### src/rtl/down_timer_pkg.sv
// Shared state encoding and default sizing for the loadable down-counter/timer.
package down_timer_pkg;

    localparam int DEFAULT_WIDTH = 4;

    typedef enum logic [1:0] {
        ST_IDLE = 2'd0,
        ST_RUN  = 2'd1,
        ST_HOLD = 2'd2
    } state_t;

endpackage

### src/rtl/down_timer_if.sv
// Control/status bundle between a controller (master) and the down_timer (slave).
interface down_timer_if
    import down_timer_pkg::*;
#(
    parameter int WIDTH = DEFAULT_WIDTH
);
    logic             load;
    logic [WIDTH-1:0] load_val;
    logic             start;
    logic             stop;
    logic             hold;
    logic             auto_reload;
    logic [WIDTH-1:0] cnt;
    logic             busy;
    logic             done;

    modport master (
        output load, load_val, start, stop, hold, auto_reload,
        input  cnt, busy, done
    );

    modport slave (
        input  load, load_val, start, stop, hold, auto_reload,
        output cnt, busy, done
    );
endinterface

### src/rtl/down_timer.sv
// Loadable down-counter with one-shot / auto-reload modes and a registered done pulse.
// Priority at every edge: rst > load > stop > hold > start/decrement.
module down_timer
    import down_timer_pkg::*;
#(
    parameter int WIDTH = DEFAULT_WIDTH
) (
    input  logic        clk,
    input  logic        rst,
    down_timer_if.slave bus
);

    localparam logic [WIDTH-1:0] ONE = WIDTH'(1);

    state_t           r_state;
    logic [WIDTH-1:0] r_cnt;
    logic [WIDTH-1:0] r_reload;
    logic             r_done;

    state_t           w_state_nxt;
    logic [WIDTH-1:0] w_cnt_nxt;
    logic [WIDTH-1:0] w_reload_nxt;
    logic             w_done_nxt;

    always_ff @(posedge clk) begin
        if (rst) begin
            r_state  <= ST_IDLE;
            r_cnt    <= '0;
            r_reload <= '0;
            r_done   <= 1'b0;
        end else begin
            r_state  <= w_state_nxt;
            r_cnt    <= w_cnt_nxt;
            r_reload <= w_reload_nxt;
            r_done   <= w_done_nxt;
        end
    end

    always_comb begin
        w_state_nxt  = r_state;
        w_cnt_nxt    = r_cnt;
        w_reload_nxt = r_reload;
        w_done_nxt   = 1'b0;

        if (bus.load) begin
            w_cnt_nxt    = bus.load_val;
            w_reload_nxt = bus.load_val;
            w_state_nxt  = ST_IDLE;
        end else begin
            case (r_state)
                ST_IDLE: begin
                    if (!bus.stop && bus.start) begin
                        if (r_cnt != '0) w_state_nxt = ST_RUN;
                        else             w_done_nxt  = 1'b1;
                    end
                end
                ST_RUN: begin
                    if (bus.stop) begin
                        w_state_nxt = ST_IDLE;
                    end else if (bus.hold) begin
                        w_state_nxt = ST_HOLD;
                    end else if (r_cnt > ONE) begin
                        w_cnt_nxt = r_cnt - ONE;
                    end else begin
                        // Expiry; a zero reload in periodic mode also lands here,
                        // so the decrement can never wrap.
                        w_done_nxt = 1'b1;
                        if (bus.auto_reload) begin
                            w_cnt_nxt = r_reload;
                        end else begin
                            w_cnt_nxt   = '0;
                            w_state_nxt = ST_IDLE;
                        end
                    end
                end
                ST_HOLD: begin
                    if (bus.stop)       w_state_nxt = ST_IDLE;
                    else if (!bus.hold) w_state_nxt = ST_RUN;
                end
                default: w_state_nxt = ST_IDLE;
            endcase
        end
    end

    assign bus.cnt  = r_cnt;
    assign bus.busy = (r_state != ST_IDLE);
    assign bus.done = r_done;

endmodule

### src/flat_wrapper.sv
// flat-port wrapper written by rule: the top's interface ports become plain ports
module down_timer_flat import down_timer_pkg::*;
#(
    parameter int WIDTH = DEFAULT_WIDTH
)
  (clk, rst, bus_load, bus_load_val, bus_start, bus_stop, bus_hold, bus_auto_reload, bus_cnt, bus_busy, bus_done);
  down_timer_if #(.WIDTH(WIDTH)) bus_i ();
  input  logic clk;
  input  logic rst;
  input wire logic [$bits(bus_i.load)-1:0] bus_load;
  input wire logic [$bits(bus_i.load_val)-1:0] bus_load_val;
  input wire logic [$bits(bus_i.start)-1:0] bus_start;
  input wire logic [$bits(bus_i.stop)-1:0] bus_stop;
  input wire logic [$bits(bus_i.hold)-1:0] bus_hold;
  input wire logic [$bits(bus_i.auto_reload)-1:0] bus_auto_reload;
  output wire logic [$bits(bus_i.cnt)-1:0] bus_cnt;
  output wire logic [$bits(bus_i.busy)-1:0] bus_busy;
  output wire logic [$bits(bus_i.done)-1:0] bus_done;
  assign bus_i.load = bus_load;
  assign bus_i.load_val = bus_load_val;
  assign bus_i.start = bus_start;
  assign bus_i.stop = bus_stop;
  assign bus_i.hold = bus_hold;
  assign bus_i.auto_reload = bus_auto_reload;
  assign bus_cnt = bus_i.cnt;
  assign bus_busy = bus_i.busy;
  assign bus_done = bus_i.done;
  down_timer #(.WIDTH(WIDTH)) u_core (.clk(clk), .rst(rst), .bus(bus_i));
endmodule
### config.mk
export PLATFORM = sky130hd
export DESIGN_NAME = down_timer_flat
export DESIGN_NICKNAME = d
export VERILOG_FILES = /design/src/rtl/down_timer_pkg.sv /design/src/rtl/down_timer_if.sv /design/src/rtl/down_timer.sv /design/src/flat_wrapper.sv
export SDC_FILE = /design/constraint.sdc
export NUM_CORES = 1
export LEC_CHECK = 0
export BUFFER_PORTS_ARGS = -buffer_cell sky130_fd_sc_hd__buf_2
export CAP_MARGIN = 15
export CORE_MARGIN = 3
export CORE_UTILIZATION = 49
export CTS_CLUSTER_SIZE = 12
export DETAILED_ROUTE_END_ITERATION = 10
export PLACE_DENSITY = 0.76
export SLEW_MARGIN = 20
export SYNTH_ARGS = -nofsm -noshare
export SYNTH_HDL_FRONTEND = slang
export SYNTH_SLANG_ARGS = --single-unit
### constraint.sdc
create_clock -name clk -period 1.6 [get_ports clk]
set_input_delay 0.08 -clock clk [delete_from_list [all_inputs] [get_ports clk]]
set_output_delay 0.08 -clock clk [all_outputs]
set_load 0.01 [all_outputs]
==> metrics.md, run 1 <==
| Metric | Value |
|---|---|
| Die area | 1820 sq um |
| WP data required | 1.76 ns |
| Syn. warnings | 0 |
| # setup viols final | 0 |
| Worst Path Arrival | 1.65 ns |
| Residual DRC | 0 |
| Worst clock skew | 0.00227 ns |
| Setup TNS | 0 ns |
| Vias per cell | 6.10 |
| CP startpoint kind | flip-flop |
| Slew Limit Fails | 0 |
| Hold crit path type | input port to flip-flop |
| Worst Path Class, Setup | flip-flop to flip-flop |
| Synthesized area per cell | 9.00 sq um |
| Die height | 42.6 microns |
| Max H-tree Level | 1 |
| WP buf/inv | 0 |
| PnR worst setup slack | 0.108 ns |
| Iteration-0 DRC Markers | 13 |
| RSZ-0062 raised after global routing | false |
| Status | complete, no violations |
| Combinational group share of total power | 21.7% |
| Post-route ant nets | 0 |
| Area Overhead vs Synth | 24.6% |
| Post-synthesis cell area | 657 sq um |
| CTS tree | done |
| Drt pass-1 iters | 4 |
| Post-synth top cells | 11 x dfxtp_1, 7 x nor2_1, 5 x inv_1, 5 x mux2i_1 |
| Initial Util | 55.4% |
| Maximum clock rate | 670 MHz |
| Post-Synthesis Cells | 73 |
| Dominant synthesized flop cell | dfxtp_1 |
| IO Count | 17 |
| Sequential-to-total area share from yosys stat | 33.5% |
| Critical Path Fanout Max | 6 |
| Async S/R FF share, synth | 0% |
| Delay-heaviest family, CP | simple AND/OR/NAND/NOR gates |
| Clk slew on worst S/H paths | 0.07 ns |
| Row count | 12 |
| Gr ovfl total | 0 |
| Largest net degree at the start of global routing | 16 |
| Internal | 0.453 mW |
| Switching part of the total | 29.2% |
| Total wire length | 1.56 mm |
| Utilization after layout | 69.0% |
| First-pass GRT wire length | 2.52 mm |
| Core box area | 1190 sq um |
| Clk_lat worst skew | 0.27 ns |
| Final Wtd Congestion | 0.847 |
| Total GRT Usage | 18.0% |
| Post-DP HPWL | 1.06 mm |
| Crit share post-route | 93.3% |
| Leakage | 0.343 nW |
| Die W | 42.6 microns |
| Maximum buffer depth of the clock tree | 2 |
| Worst hold slack | 0.0463 ns |
| Synth top area cells | dfxtp_1 34%, mux2i_1 7.6%, nor2_1 4.0%, ha_1 3.8%, nor4b_4 3.6% |
| Post-layout min period | 1.49 ns |
| Sequential Power Share | 48.1% |
| Netlist cell types | 33 |
| CP endpoint kind | flip-flop |
| Crit-path cells | or4b_1, a311oi_2, a21oi_1 |
| Relative slew slack | 72.7% |
| Flops & latches, synth | 11 |
| Total power | 0.639 mW |
| I/O Buffers | 16 |
| Yosys top cell area share | 33.5% |
| Clk pwr share | 30.2% |
| Reg2Reg Setup Slack | 0.11 ns |
| Max VDD drop | 0.713 mV |
| Fraction of layout instances using a drive strength above 1 | 33.0% |
| Vias in the first global route | 611 |
| Clock root cell | clkbuf_4 |
| Slowest cell delay on critical path | 0.62 ns |
| Inst Count DP | 100 |
| Syn_nets | 86 |
| Final hold viol count | 0 |
| Via count | 640 |
| Final instance area | 818 sq um |
| Diodes inserted | 0 |
| Layout Cells excl Fill | 105 |
| Clock Sinks | 11 |
| P_sw | 0.187 mW |
| PD cells | 781 nW/um^2 |
| Max_cap viols | 0 |
| Initial antenna violation count | 0 |
| Most common cell in the synthesized netlist | dfxtp_1 |
| Drt wl/cell | 14.9 microns |
| Area after DPL | 743 sq um |
| Post-synth EDFFs | 0 |
| Yosys top cell by area | dfxtp_1 |
| CTS Buf Count | 3 |
| Slew @ Worst Pin | 0.404 ns |
| Critical-path top delay cell | or4b_1 |
| Place WS | 0.0142 ns |
| Nets | 105 |
-- logic make-up after synthesis --
kind of cell	count (synthesis)	share of synthesized area [%]
simple gates	29	29.0
mux	5	7.62
flops	11	33.5
xor+xnor	1	1.33
compound gates	15	17.9
buf+inv	10	6.86
fa+ha+maj	2	3.81
-- tightest hold or removal path, stage by stage --
cell	delay [ns]
buf_2	0.09
nand3b_1	0.07
o41ai_1	0.06
-- cell usage in the layout, fill, tap and decap left out, drive strengths merged, types with 2 or more instances in the layout --
cell type	n
nand2b	2
buf	19
o41ai	2
mux2i	5
a31oi	2
nor4b	2
inv	5
a21oi	3
nand3b	2
nand4b	2
dfxtp	11
nor2	7
ha	2
nor3	4
nand2	3
clkbuf	4
-- routing by layer --
metal  global-route usage, %  vias up  part of all wire (%)  wire (microns)
met5                       0        -                     0               0
met3                    2.58        7                   8.3             130
met1                    23.0      292                    41             639
met2                    28.6       30                    48             754
met4                    9.94        0                   2.3              36
li1                        -      311                     -               -
-- cell type report --
type	count	area [sq um]
clock buffer	4	26.3
fill	95	368
inverter	5	18.8
multi-input combinational	52	432
sequential	11	221
tap	14	17.5
timing repair buffer	19	103
-- power by group through the flow --
stage | Sequential (mW) | Clock (mW) | Combinational, mW
after floorplan | 0.305 | 0 | 0.0751
after global placement | 0.310 | 0 | 0.111
after detailed placement | 0.310 | 0 | 0.113
after CTS | 0.305 | 0.200 | 0.116
after global routing | 0.309 | 0.209 | 0.152
final | 0.307 | 0.193 | 0.139
-- state kept, by name (all words and copies together), names as in the netlist --
name / count
u_core.bus.cnt: 4
u_core.r_state: 2
u_core.bus.done: 1
u_core.r_reload: 4
-- worst paths after layout --
check	from	to	cells past startpoint
max	u_core.r_state[1]	u_core.bus.cnt[3]	3
min	bus_load_val[2]	u_core.bus.cnt[2]	3
max reg2reg	u_core.r_state[1]	u_core.bus.cnt[3]	3
min reg2reg	u_core.r_reload[1]	u_core.r_reload[1]	2
-- repair_timing --
item	4_1_cts	5_1_grt
hold buffers	0	0
hold endpoints to repair	0	0
setup endpoints to repair	1	6
buffers inserted	0	1
pin swaps	0	2
gates resized for setup	1	7
Note: power is estimated with default switching activity, not from simulation.
==> run 2: changes to the inputs <==
BUFFER_PORTS_ARGS = default   (was -buffer_cell sky130_fd_sc_hd__buf_2)
CORE_UTILIZATION = 50   (was 49)
DONT_BUFFER_PORTS = 1   (was default)
PLACE_DENSITY = 0.66   (was 0.76)
==> run 2 against run 1 <==
Net effect: design area rose by 2.3%; maximum frequency fell by 2.2%; via count fell by 0.47%; first-iteration DRC count rose by 7.7%; setup slack got worse by 0.034 ns; die area fell by 1.7%; flip-flop and latch count did not move; power fell by 0.86%; register-to-register slack got worse by 0.03 ns; critical path depth rose by 1; critical path type unchanged; critical endpoint is now u_core.bus.done; largest cell class unchanged; largest power group unchanged.
==> metrics.md, run 2 (synthesis results as in run 1) <==
| Metric | Value |
|---|---|
| Critical-path top delay cell | dfxtp_1 |
| Register area | 220 sq um (-0.56%) |
| CP endpoint kind | flip-flop |
| Worst Path Class, Setup | flip-flop to flip-flop |
| I/O Buffers | 0 (-16) |
| Maximum buffer depth of the clock tree | 2 (unchanged) |
| WP data required | 1.78 ns (+0.02 ns) |
| CTS tree | done |
| Diodes inserted | 0 (unchanged) |
| Clock Sinks | 11 (unchanged) |
| Setup TNS | 0 ns (unchanged) |
| Max VDD drop | 0.474 mV (-33%) |
| Worst Path Arrival | 1.71 ns (+0.06 ns) |
| Maximum clock rate | 655 MHz (-2.2%) |
| Gr ovfl total | 0 (unchanged) |
| Row count | 12 (unchanged) |
| P_sw | 0.178 mW (-4.5%) |
| PD cells | 757 nW/um^2 (-3.1%) |
| Area Overhead vs Synth | 27.4% |
| Crit share post-route | 95.4% (+2.1 points) |
| Final Wtd Congestion | 0.835 (-1.5%) |
| Utilization after layout | 71.5% (+2.5 points) |
| Core box area | 1170 sq um (-1.3%) |
| First-pass GRT wire length | 2.75 mm (+9.3%) |
| Clk pwr share | 31.6% (+1.4 points) |
| WP buf/inv | 0 (unchanged) |
| Switching part of the total | 28.1% (-1.1 points) |
| Layout Cells excl Fill | 104 (-0.95%) |
| Crit-path cells | or2_1, nor4b_2, a32oi_1, nor4_1 |
| Iteration-0 DRC Markers | 14 (+1) |
| Fillers | 89 (-6.3%) |
| Delay-heaviest family, CP | simple AND/OR/NAND/NOR gates |
| Clock root cell | clkbuf_4 |
| Post-layout min period | 1.53 ns (+0.0342 ns) |
| Die W | 42.2 microns (-0.87%) |
| Final instance area | 837 sq um (+2.3%) |
| Place WS | 0.0644 ns (+0.0502 ns) |
| Drt wl/cell | 16.0 microns (+7.8%) |
| Post CTS Setup Buffer Count | 0 (unchanged) |
| IO Count | 17 (unchanged) |
| Commonest cells after routing, fill and taps aside | 11 x dfxtp_1, 10 x dlygate4sd3_1, 8 x buf_4, 6 x nor2_1 |
| PnR worst setup slack | 0.0735 ns (-0.0342 ns) |
| Hold crit path type | input port to flip-flop |
| Area after DPL | 708 sq um (-4.7%) |
| Total wire length | 1.67 mm (+6.7%) |
| Residual DRC | 0 (unchanged) |
| Worst clock skew | 0.00135 ns (-0.000915 ns) |
| Nets | 104 (-0.95%) |
| Vias in the first global route | 620 (+1.5%) |
| Initial Util | 56.1% (+0.71 points) |
| Clk slew on worst S/H paths | 0.08 ns (about the same) |
| # setup viols final | 0 (unchanged) |
| Largest net degree at the start of global routing | 12 (-4) |
| Vias per cell | 6.13 (+0.49%) |
| Leakage | 0.329 nW (-4.2%) |
| Final hold viol count | 0 (unchanged) |
| Slew @ Worst Pin | 0.424 ns (+0.0199 ns) |
| Max_cap viols | 0 (unchanged) |
| Critical Path Fanout Max | 6 (unchanged) |
| Status | complete, no violations |
| Total GRT Usage | 19.8% (+1.8 points) |
| Multi-input gate area | 394 sq um (-8.7%) |
| RSZ-0062 raised after global routing | true |
| Post-DP HPWL | 1.12 mm (+6.1%) |
| Post-route ant nets | 0 (unchanged) |
| Die area | 1780 sq um (-1.7%) |
| Slowest cell delay on critical path | 0.39 ns (-0.23 ns) |
| Internal | 0.456 mW (+0.64%) |
| Total power | 0.634 mW (-0.86%) |
| Most common cell after layout, fill and taps aside | dfxtp_1 |
| Max H-tree Level | 1 (unchanged) |
| Combinational group share of total power | 20.9% (-0.8 points) |
| Fraction of layout instances using a drive strength above 1 | 16.7% (-16 points) |
| CP startpoint kind | flip-flop |
| Via count | 637 (-0.47%) |
| Drt pass-1 iters | 4 (unchanged) |
| Sequential Power Share | 47.5% (-0.6 points) |
| Initial antenna violation count | 0 (unchanged) |
| Die height | 42.2 microns (-0.87%) |
| Slew Limit Fails | 0 (unchanged) |
| Inst Count DP | 90 (-10%) |
| Relative slew slack | 71.3% (-1.3 points) |
| Worst hold slack | 0.0109 ns (-0.0354 ns) |
| CTS Buf Count | 3 (unchanged) |
| Clk_lat worst skew | 0.27 ns (about the same) |
==> run 2: worst paths after layout <==
check                                        start                end  slack, ns  cells after the start
worst max-delay path             u_core.r_state[1]    u_core.bus.done       0.07                      4
worst min-delay path                      bus_stop  u_core.r_state[0]       0.01                      2
worst max register to register   u_core.r_state[1]    u_core.bus.done       0.07                      4
worst min register to register  u_core.r_reload[2]  u_core.bus.cnt[2]       0.57                      2
==> run 2: repair_timing <==
| item | CTS | global route |
|---|---|---|
| hold endpoints to repair | 11 | 0 |
| endpoints found under the setup margin | 0 | 6 |
| hold buffers | 10 | 0 |
| gates resized for setup | 0 | 1 |
==> run 2: cell type report <==
type | instances | area share (%)
clock buffer | 4 | 3.14
inverter | 5 | 2.24
multi-input combinational | 52 | 47.1
sequential | 11 | 26.3
tap | 14 | 2.09
timing repair buffer | 18 | 19.1
==> run 2: power groups by stage <==
stage,clock [mW],sequential (mW),combinational (mW)
finish,0.200,0.301,0.132
global route,0.207,0.304,0.143
CTS,0.201,0.301,0.128
detailed placement,0,0.307,0.0987
global placement,0,0.307,0.0974
floorplan,0,0.305,0.0751
==> run 2: worst reg2reg max path, stage by stage (launching register included) <==
cell and delay, ns:
dfxtp_1 0.39, or2_1 0.30, nor4b_2 0.39, a32oi_1 0.16, nor4_1 0.18
==> run 2: layer usage <==
| layer | global-route usage (%) | vias to the layer above | routed length, microns |
|---|---|---|---|
| li1 | - | 307 | - |
| met1 | 25.0 | 285 | 741 |
| met2 | 31.6 | 37 | 725 |
| met3 | 5.58 | 8 | 148 |
| met4 | 7.45 | 0 | 49 |
| met5 | 0 | - | 0 |
